`config.mk`:
```
export PLATFORM = sky130hd
export DESIGN_NAME = vga_rx_monitor_flat
export DESIGN_NICKNAME = d
export VERILOG_FILES = /design/src/rtl/vga_rx_monitor_if.sv /design/src/rtl/vga_rx_monitor.sv /design/src/flat_wrapper.sv
export SDC_FILE = /design/constraint.sdc
export NUM_CORES = 1
export LEC_CHECK = 0
export BUFFER_PORTS_ARGS = -buffer_cell sky130_fd_sc_hd__clkbuf_2
export CORE_ASPECT_RATIO = 1.75
export CORE_MARGIN = 2
export CORE_UTILIZATION = 45
export DETAILED_ROUTE_END_ITERATION = 8
export HOLD_SLACK_MARGIN = 0.03
export PLACE_DENSITY = 0.74
export SLEW_MARGIN = 20
export SYNTH_ARGS = -nofsm -noshare
export SYNTH_HDL_FRONTEND = slang
export SYNTH_SLANG_ARGS = --single-unit
export TNS_END_PERCENT = 50
```
`constraint.sdc`:
```
create_clock -name iCLK -period 3.25 [get_ports iCLK]
set_clock_uncertainty 0.15 [all_clocks]
set_input_delay 0.1625 -clock iCLK [delete_from_list [all_inputs] [get_ports iCLK]]
set_output_delay 0.1625 -clock iCLK [all_outputs]
set_load 0.01 [all_outputs]
```
`src/rtl/vga_rx_monitor_if.sv`:
```
// vga_rx_monitor_if: VGA pixel stream in, recovered coordinates/status out.
// master = stream source side, slave = receiving monitor.
interface vga_rx_monitor_if;
   logic        iVGA_HS;
   logic        iVGA_VS;
   logic        iVGA_BLANK;
   logic [7:0]  iVGA_R;
   logic [7:0]  iVGA_G;
   logic [7:0]  iVGA_B;
   logic [23:0] oColor;
   logic [10:0] oCurrent_X;
   logic [10:0] oCurrent_Y;
   logic        oPixel_Valid;
   logic        oFrame_Start;
   logic        oLock;
   logic        oErr;
   logic [11:0] oH_Period;
   logic [10:0] oV_Lines;

   modport master (
      output iVGA_HS, iVGA_VS, iVGA_BLANK,
      output iVGA_R, iVGA_G, iVGA_B,
      input  oColor, oCurrent_X, oCurrent_Y,
      input  oPixel_Valid, oFrame_Start, oLock, oErr,
      input  oH_Period, oV_Lines
   );

   modport slave (
      input  iVGA_HS, iVGA_VS, iVGA_BLANK,
      input  iVGA_R, iVGA_G, iVGA_B,
      output oColor, oCurrent_X, oCurrent_Y,
      output oPixel_Valid, oFrame_Start, oLock, oErr,
      output oH_Period, oV_Lines
   );
endinterface

```
`src/rtl/vga_rx_monitor.sv`:
```
// vga_rx_monitor: pixel-clock VGA receiver.
// Recovers X/Y, measures line/frame timing and locks to the active geometry.
module vga_rx_monitor #(
   parameter int H_ACT       = 1280,
   parameter int V_ACT       = 720,
   parameter int LOCK_FRAMES = 2,
   parameter int TIMEOUT     = 4095
) (
   input  logic            iCLK,
   input  logic            iRST_N,
   vga_rx_monitor_if.slave vga
);

   typedef enum logic [1:0] {
      SEARCH,
      CHECK,
      LOCKED
   } state_t;

   state_t      state, stateNxt;
   logic [2:0]  gf, gfNxt, gfInc;
   logic        s1Hs, s1Vs, s1Blank;
   logic        s2Hs, s2Vs, s2Blank;
   logic [23:0] s1Rgb, s2Rgb;
   logic [10:0] xCnt, yCnt, yNxt;
   logic [11:0] pCnt, pInc;
   logic        vsFallD;
   logic        hsFall, vsFall, actRise, actFall;
   logic        lineBad, frameOk, timeout;
   logic        errNxt, lockNxt, validNxt;

   assign hsFall  = s2Hs & ~s1Hs;
   assign vsFall  = s2Vs & ~s1Vs;
   assign actRise = ~s2Blank & s1Blank;
   assign actFall = s2Blank & ~s1Blank;

   // Y as seen by the frame check: a line ending with VS belongs to the old frame
   assign yNxt    = (actFall && yCnt != 11'h7ff) ? yCnt + 11'd1 : yCnt;
   assign pInc    = (pCnt == 12'hfff) ? pCnt : pCnt + 12'd1;
   assign gfInc   = gf + 3'd1;
   assign lineBad = actFall && (int'(xCnt) + 1 != H_ACT);
   assign frameOk = int'(yNxt) == V_ACT;
   assign timeout = int'(pCnt) == TIMEOUT;

   always_ff @(posedge iCLK) begin
      if (!iRST_N) begin
         s1Hs    <= 1'b1;
         s1Vs    <= 1'b1;
         s1Blank <= 1'b0;
         s1Rgb   <= '0;
         s2Hs    <= 1'b1;
         s2Vs    <= 1'b1;
         s2Blank <= 1'b0;
         s2Rgb   <= '0;
      end else begin
         s1Hs    <= vga.iVGA_HS;
         s1Vs    <= vga.iVGA_VS;
         s1Blank <= vga.iVGA_BLANK;
         s1Rgb   <= {vga.iVGA_R, vga.iVGA_G, vga.iVGA_B};
         s2Hs    <= s1Hs;
         s2Vs    <= s1Vs;
         s2Blank <= s1Blank;
         s2Rgb   <= s1Rgb;
      end
   end

   always_ff @(posedge iCLK) begin
      if (!iRST_N) begin
         state <= SEARCH;
         gf    <= '0;
      end else begin
         state <= stateNxt;
         gf    <= gfNxt;
      end
   end

   always_comb begin
      stateNxt = state;
      gfNxt    = gf;
      errNxt   = 1'b0;
      unique case (state)
         SEARCH: begin
            gfNxt = '0;
            if (vsFall) stateNxt = CHECK;
         end
         CHECK: begin
            if (timeout || lineBad) begin
               errNxt   = 1'b1;
               stateNxt = SEARCH;
               gfNxt    = '0;
            end else if (vsFall && frameOk) begin
               gfNxt = gfInc;
               if (int'(gfInc) >= LOCK_FRAMES) stateNxt = LOCKED;
            end else if (vsFall) begin
               gfNxt  = '0;
               errNxt = 1'b1;
            end
         end
         LOCKED: begin
            if (timeout || lineBad || (vsFall && !frameOk)) begin
               errNxt   = 1'b1;
               stateNxt = SEARCH;
               gfNxt    = '0;
            end
         end
         default: begin
            stateNxt = SEARCH;
            gfNxt    = '0;
         end
      endcase
   end

   always_comb begin
      lockNxt  = (stateNxt == LOCKED);
      validNxt = (state == LOCKED) & s2Blank;
   end

   always_ff @(posedge iCLK) begin
      if (!iRST_N) begin
         xCnt             <= '0;
         yCnt             <= '0;
         pCnt             <= '0;
         vsFallD          <= 1'b0;
         vga.oColor       <= '0;
         vga.oCurrent_X   <= '0;
         vga.oCurrent_Y   <= '0;
         vga.oPixel_Valid <= 1'b0;
         vga.oFrame_Start <= 1'b0;
         vga.oLock        <= 1'b0;
         vga.oErr         <= 1'b0;
         vga.oH_Period    <= '0;
         vga.oV_Lines     <= '0;
      end else begin
         if (actRise) xCnt <= '0;
         else if (s1Blank && xCnt != 11'h7ff) xCnt <= xCnt + 11'd1;
         yCnt <= vsFall ? 11'd0 : yNxt;
         if (hsFall) begin
            pCnt          <= '0;
            vga.oH_Period <= pInc;
         end else begin
            pCnt <= pInc;
         end
         if (vsFall) vga.oV_Lines <= yNxt;
         vsFallD          <= vsFall;
         vga.oFrame_Start <= vsFallD;
         vga.oColor       <= s2Rgb;
         vga.oCurrent_X   <= xCnt;
         vga.oCurrent_Y   <= yCnt;
         vga.oPixel_Valid <= validNxt;
         vga.oLock        <= lockNxt;
         vga.oErr         <= errNxt;
      end
   end

endmodule

```
`src/flat_wrapper.sv`:
```
// flat-port wrapper written by rule: the top's interface ports become plain ports
module vga_rx_monitor_flat 
#(
   parameter int H_ACT       = 1280,
   parameter int V_ACT       = 720,
   parameter int LOCK_FRAMES = 2,
   parameter int TIMEOUT     = 4095
)
  (iCLK, iRST_N, vga_iVGA_HS, vga_iVGA_VS, vga_iVGA_BLANK, vga_iVGA_R, vga_iVGA_G, vga_iVGA_B, vga_oColor, vga_oCurrent_X, vga_oCurrent_Y, vga_oPixel_Valid, vga_oFrame_Start, vga_oLock, vga_oErr, vga_oH_Period, vga_oV_Lines);
  vga_rx_monitor_if vga_i ();
  input  logic iCLK;
  input  logic iRST_N;
  input wire logic [$bits(vga_i.iVGA_HS)-1:0] vga_iVGA_HS;
  input wire logic [$bits(vga_i.iVGA_VS)-1:0] vga_iVGA_VS;
  input wire logic [$bits(vga_i.iVGA_BLANK)-1:0] vga_iVGA_BLANK;
  input wire logic [$bits(vga_i.iVGA_R)-1:0] vga_iVGA_R;
  input wire logic [$bits(vga_i.iVGA_G)-1:0] vga_iVGA_G;
  input wire logic [$bits(vga_i.iVGA_B)-1:0] vga_iVGA_B;
  output wire logic [$bits(vga_i.oColor)-1:0] vga_oColor;
  output wire logic [$bits(vga_i.oCurrent_X)-1:0] vga_oCurrent_X;
  output wire logic [$bits(vga_i.oCurrent_Y)-1:0] vga_oCurrent_Y;
  output wire logic [$bits(vga_i.oPixel_Valid)-1:0] vga_oPixel_Valid;
  output wire logic [$bits(vga_i.oFrame_Start)-1:0] vga_oFrame_Start;
  output wire logic [$bits(vga_i.oLock)-1:0] vga_oLock;
  output wire logic [$bits(vga_i.oErr)-1:0] vga_oErr;
  output wire logic [$bits(vga_i.oH_Period)-1:0] vga_oH_Period;
  output wire logic [$bits(vga_i.oV_Lines)-1:0] vga_oV_Lines;
  assign vga_i.iVGA_HS = vga_iVGA_HS;
  assign vga_i.iVGA_VS = vga_iVGA_VS;
  assign vga_i.iVGA_BLANK = vga_iVGA_BLANK;
  assign vga_i.iVGA_R = vga_iVGA_R;
  assign vga_i.iVGA_G = vga_iVGA_G;
  assign vga_i.iVGA_B = vga_iVGA_B;
  assign vga_oColor = vga_i.oColor;
  assign vga_oCurrent_X = vga_i.oCurrent_X;
  assign vga_oCurrent_Y = vga_i.oCurrent_Y;
  assign vga_oPixel_Valid = vga_i.oPixel_Valid;
  assign vga_oFrame_Start = vga_i.oFrame_Start;
  assign vga_oLock = vga_i.oLock;
  assign vga_oErr = vga_i.oErr;
  assign vga_oH_Period = vga_i.oH_Period;
  assign vga_oV_Lines = vga_i.oV_Lines;
  vga_rx_monitor #(.H_ACT(H_ACT), .V_ACT(V_ACT), .LOCK_FRAMES(LOCK_FRAMES), .TIMEOUT(TIMEOUT)) u_core (.iCLK(iCLK), .iRST_N(iRST_N), .vga(vga_i));
endmodule
```
==> flow_summary.yaml, run 1 <==
finish:
  num_antenna_cells: 0
  final_common_cell: "dfxtp_1"
  final_cell_mix: "167 x dfxtp_1, 107 x and2_1, 101 x clkbuf_2"
  drive_above_1_share: 0.229
  fin_cells: 875
  fin_nets: 729
  area_delta_synth_final_pct: 25.8
timing:
  rsz0062_at_grt: "no"
  min_period_ns: 3.00
  relSlewSlack: 0.461
  hold_viol: 0
  finalCritPeriodShare: 0.923
  setup_violations: 0
  fin_tns_setup_ns: 0
  worst_pin_slew_ns: 0.803
  slew_violations: 0
  fmax_mhz: 333
worst_setup_path:
  r2r_cells: 9
  cp_top_family: "simple AND/OR/NAND/NOR gates"
  critPathBufInv: 0
  arrival_ns: 3.19
  cp-end-kind: "register"
  rr_endpoint: "u_core.gf[1]"
  path_max_fanout: 7
  crit_path_cell_trace: "ha_1, nand4_1, o31ai_4, mux2i_2, o2111ai_2, nor4_4, nor2_2, nor2_1, mux2i_1"
  crit_start: "u_core.yCnt[0]"
  reg2reg_from: "u_core.yCnt[0]"
  path_class: "register to register"
  cpPeakStageDelay_ns: 0.47
  cp-start-kind: "register"
  reg2reg_slack_ns: 0.25
  cp.required_ns: 3.44
  cp_slowest_cell: "dfxtp_1"
grt:
  antenna_found_initial: 0
  grt_pass1_wl_um: 19200
  grt_pass1_vias: 4213
  gr-total-overflow: 0
  gr-usage-all-layers: 0.170
  grt_max_degree: 82
logic_synthesis:
  syn-num-nets: 606
  seq_area_frac_synth: 0.572
  synth_edf_count: 0
  synth.yosys.warnings: 0
  synth-seq-cells: 167
  yosysUniqueCellTypes: 68
  syn_inst: 568
  synth_flop_cell: "dfxtp_1"
  syn_avg_cell_area_um2: 10.3
  syn-cell-area_um2: 5840
  async_reset_ff_frac: 0
route:
  vias: 4206
  wl_um: 11600
  drt_iter0_drc: 153
  postRouteAntennaNets: 0
  viasPerCell: 4.81
  dr.pass1.iters: 4
  routedWlPerCell_um: 13.3
  drc: 0
min_path:
  min_path_cells: 2
  whs_endpoint: "u_core.s2Vs"
  worstHoldStart: "iRST_N"
  min_path_type: "input port to register"
run_status:
  outcome: "finished clean"
place:
  post-place-cells: 816
  portBuffers: 101
  place_congestion: 0.862
  dp_hpwl_um: 7990
power_and_ir_drop:
  ir_drop_mv: 0.442
  leakage_uw: 0.00323
  power_density_nw_per_um2: 587
clocking:
  clk-insertion-delay-late_ns: 0.42
  clkSinkCount: 167
  cts_made_buffers: 17
  cts_root_buffer: "clkbuf_16"
  htreeDepth: 4
  tritoncts: "yes"
  clk_pin_slew_worst_paths_ns: 0.07
  clock_path_buffers: 2
job:
  cap_violations: 0
floorplan:
  core_region_area_um2: 12800
  start_util: 0.456
  num_io_pins: 102
  fp-row-count: 55
  die_h_um: 155
  die_area_um2: 13900
  die_x_um: 90.1
==> repair_timing <==
item	4_1_cts	5_1_grt
setup endpoints to repair	0	5
gates resized for setup	0	3
hold endpoints to repair	27	0
buffers inserted	0	0
hold buffers	27	0
==> how the worst max path moves through the flow <==
stage | to | cells after the start
2_1_floorplan | u_core.state[0] | 9
3_3_place_gp | u_core.state[0] | 9
3_5_place_dp | u_core.state[0] | 9
4_1_cts | u_core.state[0] | 9
5_1_grt | u_core.gf[1] | 9
6_report | u_core.gf[1] | 9
==> metal layers <==
metal,part of all wire,up-vias,routed length (um),global-route usage
met5,0,-,0,0
met4,0.023,0,270,0.0791
met3,0.036,19,422,0.0419
met2,0.55,107,6400,0.327
met1,0.39,1943,4510,0.169
li1,-,2137,-,-
==> flip-flops by register name, indices dropped and copies added, names as in the netlist, 2 cells and up <==
| name | cells |
|---|---|
| u_core.gf | 3 |
| u_core.pCnt | 12 |
| u_core.s1Rgb | 24 |
| u_core.s2Rgb | 24 |
| u_core.state | 2 |
| u_core.vga.oColor | 24 |
| u_core.vga.oCurrent_X | 11 |
| u_core.vga.oCurrent_Y | 11 |
| u_core.vga.oH_Period | 12 |
| u_core.vga.oV_Lines | 11 |
| u_core.xCnt | 11 |
| u_core.yCnt | 11 |
==> cell type report <==
class,instances,area (um2)
fillers,1131,5450
clock buffers,17,425
well taps,171,214
multi-input cells,363,2350
inverters,12,45.0
repair buffers,130,791
clock inverters,15,181
flip-flops and latches,167,3340
==> Yosys cell counts, types with 2 or more instances <==
| master | instances | area, um2 |
|---|---|---|
| dfxtp_1 | 167 | 3340 |
| and2_1 | 107 | 669 |
| nand2_1 | 43 | 161 |
| nor2_1 | 40 | 150 |
| clkbuf_1 | 20 | 75.1 |
| o21ai_0 | 20 | 100 |
| xor2_1 | 18 | 158 |
| nand3_1 | 12 | 60.1 |
| inv_1 | 11 | 41.3 |
| nand4_1 | 10 | 62.6 |
| ha_1 | 9 | 113 |
| and3_1 | 8 | 50.1 |
| nand2b_1 | 8 | 50.1 |
| a21oi_1 | 7 | 35.0 |
| o211a_1 | 7 | 70.1 |
| mux2i_1 | 5 | 50.1 |
| o21ai_1 | 5 | 25.0 |
| a31o_1 | 3 | 26.3 |
| a31oi_1 | 3 | 18.8 |
| buf_4 | 3 | 22.5 |
| nand3b_1 | 3 | 22.5 |
| nor2b_1 | 3 | 18.8 |
| nor3_1 | 3 | 15.0 |
| nor4_1 | 3 | 18.8 |
| xnor2_1 | 3 | 26.3 |
| a41oi_1 | 2 | 17.5 |
| nand4b_1 | 2 | 17.5 |
| nor3b_1 | 2 | 15.0 |
| o31ai_1 | 2 | 15.0 |
==> stage by stage <==
step	hold slack, ns	setup slack, ns	area, um2	utilization	power, uW
floorplan	0.114	0.504	5840	-	2270
global placement	0.196	0.226	6450	0.504	2320
detailed placement	0.210	0.0659	6450	0.504	2330
CTS	0.238	0.0200	7330	0.573	4350
global route	0.294	0.00344	7350	0.574	4470
finish	0.250	0.250	7350	0.574	4310
==> power breakdown <==
part           leakage (uW)  total (uW)  switching [uW]  internal [uW]
Sequential          0.00136        2120            21.1           2100
Combinational       0.00159         188            97.1           90.6
Clock              0.000287        2000             902           1100
==> cell families after synthesis <==
group           share of synthesized area
xor+xnor                           0.0315
simple gates                        0.255
buf+inv                            0.0283
fa+ha+maj                          0.0193
flops                               0.572
compound gates                     0.0831
mux                                0.0105
Power figures use the tool's default switching activity.
==> run 2: changes to the inputs <==
Settings changed: PLACE_DENSITY 0.74 to unset, PLACE_DENSITY_LB_ADDON set to 0.15.
Clock period 3.25 ns to 2.92 ns, I/O delays scaled along.
==> run 2 against run 1 <==
  * Cell area increased by 0.90%
  * Worst setup slack got worse by 0.056 ns
  * Via count increased by 2.7%
  * Clock-buffer cell count up 1
  * Combinational power up 15%
  * Power up 13%
  * Largest cell class unchanged
  * Highest routed layer unchanged
==> flow_summary.yaml, run 2 (same netlist as run 1, synthesis figures left out) <==
floorplan:
  die_area_um2: 13900
  num_io_pins: 102
  start_util: 0.456
  die_h_um: 155
  fp-row-count: 55
  die_x_um: 90.1
  core_region_area_um2: 12800
timing:
  worst_pin_slew_ns: 0.735
  rsz0062_at_grt: "no"
  hold_ws_ns: 0.176
  hold_viol: 0
  slew_violations: 0
  fmax_mhz: 367
  relSlewSlack: 0.510
  finalCritPeriodShare: 0.934
  final.setup.worst_slack_ns: 0.193
  setup_violations: 0
  min_period_ns: 2.73
power_and_ir_drop:
  power_switching_uw: 1110
  ir_drop_mv: 0.444
  leakage_uw: 0.00327
  switching_share: 0.229
  power_frac_seq: 0.486
  intPower_uw: 3740
  p_total_uw: 4860
  p_clk_frac: 0.470
  share_comb_of_total_power: 0.044
  power_density_nw_per_um2: 655
finish:
  final_util: 0.579
  num_antenna_cells: 0
  final_common_cell: "dfxtp_1"
  seq_area_um2: 3340
  reg_top3: "u_core.s1Rgb: 24 flops, u_core.s2Rgb: 24 flops, u_core.vga.oColor: 24 flops"
  fin_nets: 736
  multiInputGateArea_um2: 2360
  drive_above_1_share: 0.239
  post-route-cell-area_um2: 7420
  fillCellCount: 1131
  area_delta_synth_final_pct: 27.0
  final_cell_mix: "166 x dfxtp_1, 107 x and2_1, 100 x clkbuf_2"
place:
  placed_cell_area_um2: 6510
  dp_hpwl_um: 8010
  portBuffers: 101
  post-place-ws_ns: -0.0357
  place_congestion: 0.820
clocking:
  clk-insertion-delay-late_ns: 0.42
  clock_path_buffers: 2
  htreeDepth: 4
  clkSinkCount: 167
  cts_root_buffer: "clkbuf_16"
  cts_made_buffers: 17
  clk_pin_slew_worst_paths_ns: 0.07
  tritoncts: "yes"
route:
  routedWlPerCell_um: 13.4
  postRouteAntennaNets: 0
  vias: 4319
  drc: 0
  viasPerCell: 4.90
  drt_iter0_drc: 210
  dr.pass1.iters: 5
  wl_um: 11800
worst_setup_path:
  cp_slowest_cell: "nor4_4"
  cp-start-kind: "register"
  cp.required_ns: 3.12
  arrival_ns: 2.92
  cpPeakStageDelay_ns: 0.42
  path_max_fanout: 6
  cp-end-kind: "register"
  path_class: "register to register"
  crit_top_cell: "nand4_1"
  crit_path_cell_trace: "ha_4, nand4_1, buf_4, or3_1, nand4_1, xor2_1, nor4_4, nand4_1, or2_0, mux2i_1"
grt:
  gr-total-overflow: 0
  grt_max_degree: 77
  antenna_found_initial: 0
  grt_pass1_wl_um: 19500
  grt_pass1_vias: 4183
  gr-usage-all-layers: 0.175
job:
  cap_violations: 0
min_path:
  min_path_type: "input port to register"
run_status:
  outcome: "finished clean"
[run 2: changes by cell type in the layout (fill, tap and decap cells not counted), sizes merged]
cell and change:
buf +8, bufinv +1, clkinv -4, inv +2
[run 2: cell type report]
cell class	instances	area share
Inverter	12	0.00607
Timing Repair Buffer	137	0.114
Tap cell	171	0.0289
Sequential cell	167	0.451
Clock buffer	18	0.0579
Multi-Input combinational cell	363	0.319
Clock inverter	14	0.0238
[run 2: through the flow]
stage          cells  setup TNS, ns
4_1_cts          882              0
6_report         882              0
3_3_place_gp     823              0
5_1_grt          882              0
2_1_floorplan    568              0
3_5_place_dp     823        -0.0480
[run 2: metal layers]
metal  up-vias  track usage  share of wire
met5         -            0              0
met4         0       0.0857          0.026
met3        24       0.0409          0.040
met2       122        0.327           0.54
met1      2023        0.181           0.39
li1       2150            -              -
[run 2: final timing paths]
check / startpoint / endpoint / slack, ns / cells after the start
hold reg to reg: u_core.s1Rgb[19] / u_core.s2Rgb[19] / 0.28 / 1
hold / removal: iRST_N / u_core.vga.oV_Lines[4] / 0.18 / 2
setup / recovery: u_core.yCnt[1] / u_core.gf[1] / 0.19 / 10
setup reg to reg: u_core.yCnt[1] / u_core.gf[1] / 0.19 / 10
[run 2: power groups by stage]
stage | registers (uW) | clock network (uW) | logic, uW
global placement | 2410 | 0 | 181
detailed placement | 2410 | 0 | 187
floorplan | 2410 | 0 | 111
global route | 2370 | 2430 | 239
CTS | 2360 | 2330 | 217
finish | 2360 | 2280 | 216
[run 2: timing repair]
action | 4_1_cts | 5_1_grt
setup buffers | 0 | 0
gates resized for setup | 1 | 5
pin swaps | 0 | 2
endpoints found under the setup margin | 5 | 6
hold endpoints to repair | 27 | 0
hold buffers | 27 | 0
[run 2: critical path: cells and delay by family (launching register included)]
family        cells  cell delay, ns
simple gates      6            1.51
mux               1            0.11
xor+xnor          1            0.13
flops             1            0.39
buf+inv           1            0.19
fa+ha+maj         1            0.17
==> run 3: changes to the inputs <==
Clock period 2.92 ns to 3.1 ns, I/O delays scaled along.
==> run 3 against run 2 <==
  * Cell area is 0.46% higher
  * Sequential power decreased by 6%
  * Global-route usage down 0.37 points
  * Register-to-register slack lost 0.02 ns
  * Routed wire length shrank 2.3%
  * Critical path type unchanged
==> flow_summary.yaml, run 3 (same netlist as run 1, synthesis figures left out) <==
run_status:
  outcome: "finished clean"
route:
  routedWlPerCell_um: 13.1
  postRouteAntennaNets: 0
  dr.pass1.iters: 4
  vias: 4189
  wl_um: 11500
  viasPerCell: 4.77
  drt_iter0_drc: 205
  drc: 0
finish:
  fillCellCount: 1132
  post-route-cell-area_um2: 7450
  reg_top3: "u_core.s1Rgb: 24 flops, u_core.s2Rgb: 24 flops, u_core.vga.oColor: 24 flops"
  fin_nets: 732
  num_antenna_cells: 0
  multiInputGateArea_um2: 2350
  area_delta_synth_final_pct: 27.5
  seq_area_um2: 3340
  drive_above_1_share: 0.231
  final_common_cell: "dfxtp_1"
  final_cell_mix: "167 x dfxtp_1, 107 x and2_1, 100 x clkbuf_2"
grt:
  gr-usage-all-layers: 0.171
  gr-total-overflow: 0
  grt_pass1_vias: 4102
  grt_pass1_wl_um: 19300
  antenna_found_initial: 0
  grt_max_degree: 77
worst_setup_path:
  cp_top_family: "compound AO/OA/AOI/OAI gates"
  cp.required_ns: 3.30
  arrival_ns: 3.12
  path_class: "register to register"
  crit_path_cell_trace: "ha_1, nand4_1, o31ai_4, mux2i_2, o2111ai_2, nor4_4, a41oi_1, a211oi_2, nor2b_1"
  cp_slowest_cell: "dfxtp_1"
  cp-start-kind: "register"
  path_max_fanout: 7
  critPathBufInv: 0
  cp-end-kind: "register"
  cpPeakStageDelay_ns: 0.45
power_and_ir_drop:
  leakage_uw: 0.00330
  power_density_nw_per_um2: 650
  ir_drop_mv: 0.404
floorplan:
  start_util: 0.456
  core_region_area_um2: 12800
  die_area_um2: 13900
  die_h_um: 155
  die_x_um: 90.1
  num_io_pins: 102
  fp-row-count: 55
timing:
  setup_violations: 0
  finalCritPeriodShare: 0.943
  fmax_mhz: 342
  worst_pin_slew_ns: 0.736
  hold_viol: 0
  relSlewSlack: 0.509
  slew_violations: 0
  fin_tns_setup_ns: 0
  min_period_ns: 2.92
place:
  dp_hpwl_um: 7840
  placed_cell_area_um2: 6470
  place_congestion: 0.823
  portBuffers: 101
clocking:
  cts_root_buffer: "clkbuf_16"
  clock_path_buffers: 2
  cts_made_buffers: 17
  tritoncts: "yes"
  clk-insertion-delay-late_ns: 0.42
  htreeDepth: 4
  clk_pin_slew_worst_paths_ns: 0.06
  clkSinkCount: 167
min_path:
  min_path_type: "input port to register"
job:
  cap_violations: 0
[run 3: cell count changes in the layout (fill, tap and decap cells not counted), sizes merged]
| cell | previous run | this run |
|---|---|---|
| clkinvlp | 3 | 0 |
| bufinv | 2 | 6 |
| inv | 21 | 20 |
| buf | 10 | 6 |
[run 3: layer usage]
metal,share of wire,global-route usage
met3,0.038,0.0399
met5,0,0
met1,0.40,0.181
met2,0.54,0.323
met4,0.018,0.0689
[run 3: path summary, 6_finish.rpt]
check	slack, ns	start	depth (start not counted)	to
max	0.18	u_core.yCnt[0]	9	u_core.vga.oLock
min	0.19	iRST_N	2	u_core.vga.oV_Lines[4]
max reg2reg	0.18	u_core.yCnt[0]	9	u_core.vga.oLock
min reg2reg	0.28	u_core.s2Rgb[17]	1	u_core.vga.oColor[17]
[run 3: power breakdown]
part	total (uW)	internal, uW	switching, uW
clock network	2420	1540	879
logic	198	96.2	102
registers	2220	2200	22.8
[run 3: cell type report]
type,instances,area share
Multi-Input combinational cell,363,0.315
Clock inverter,14,0.0343
Clock buffer,18,0.0576
Timing Repair Buffer,133,0.109
Sequential cell,167,0.449
Tap cell,171,0.0287
Inverter,12,0.00605
[run 3: per-stage QoR]
stage / power, uW / setup slack [ns] / utilization / hold slack (ns) / instances
global placement: 2440 / 0.148 / 0.505 / 0.197 / 818
CTS: 4890 / 0.00981 / 0.580 / 0.186 / 877
floorplan: 2380 / 0.354 / - / 0.106 / 568
finish: 4840 / 0.176 / 0.582 / 0.186 / 878
global route: 5010 / -0.0187 / 0.582 / 0.230 / 878
detailed placement: 2440 / -0.0546 / 0.505 / 0.195 / 818
[run 3: worst reg2reg max path, stage by stage (launching register included)]
cell and delay [ns]:
dfxtp_1 0.45, ha_1 0.28, nand4_1 0.24, o31ai_4 0.36, mux2i_2 0.31, o2111ai_2 0.18
nor4_4 0.29, a41oi_1 0.22, a211oi_2 0.24, nor2b_1 0.16
[run 3: what timing repair did]
item | in CTS | in global routing
hold buffers | 27 | 0
setup buffers | 0 | 1
endpoints found under the setup margin | 4 | 6
gates resized for setup | 1 | 2
endpoints found under the hold margin | 27 | 0
pin swaps | 0 | 1
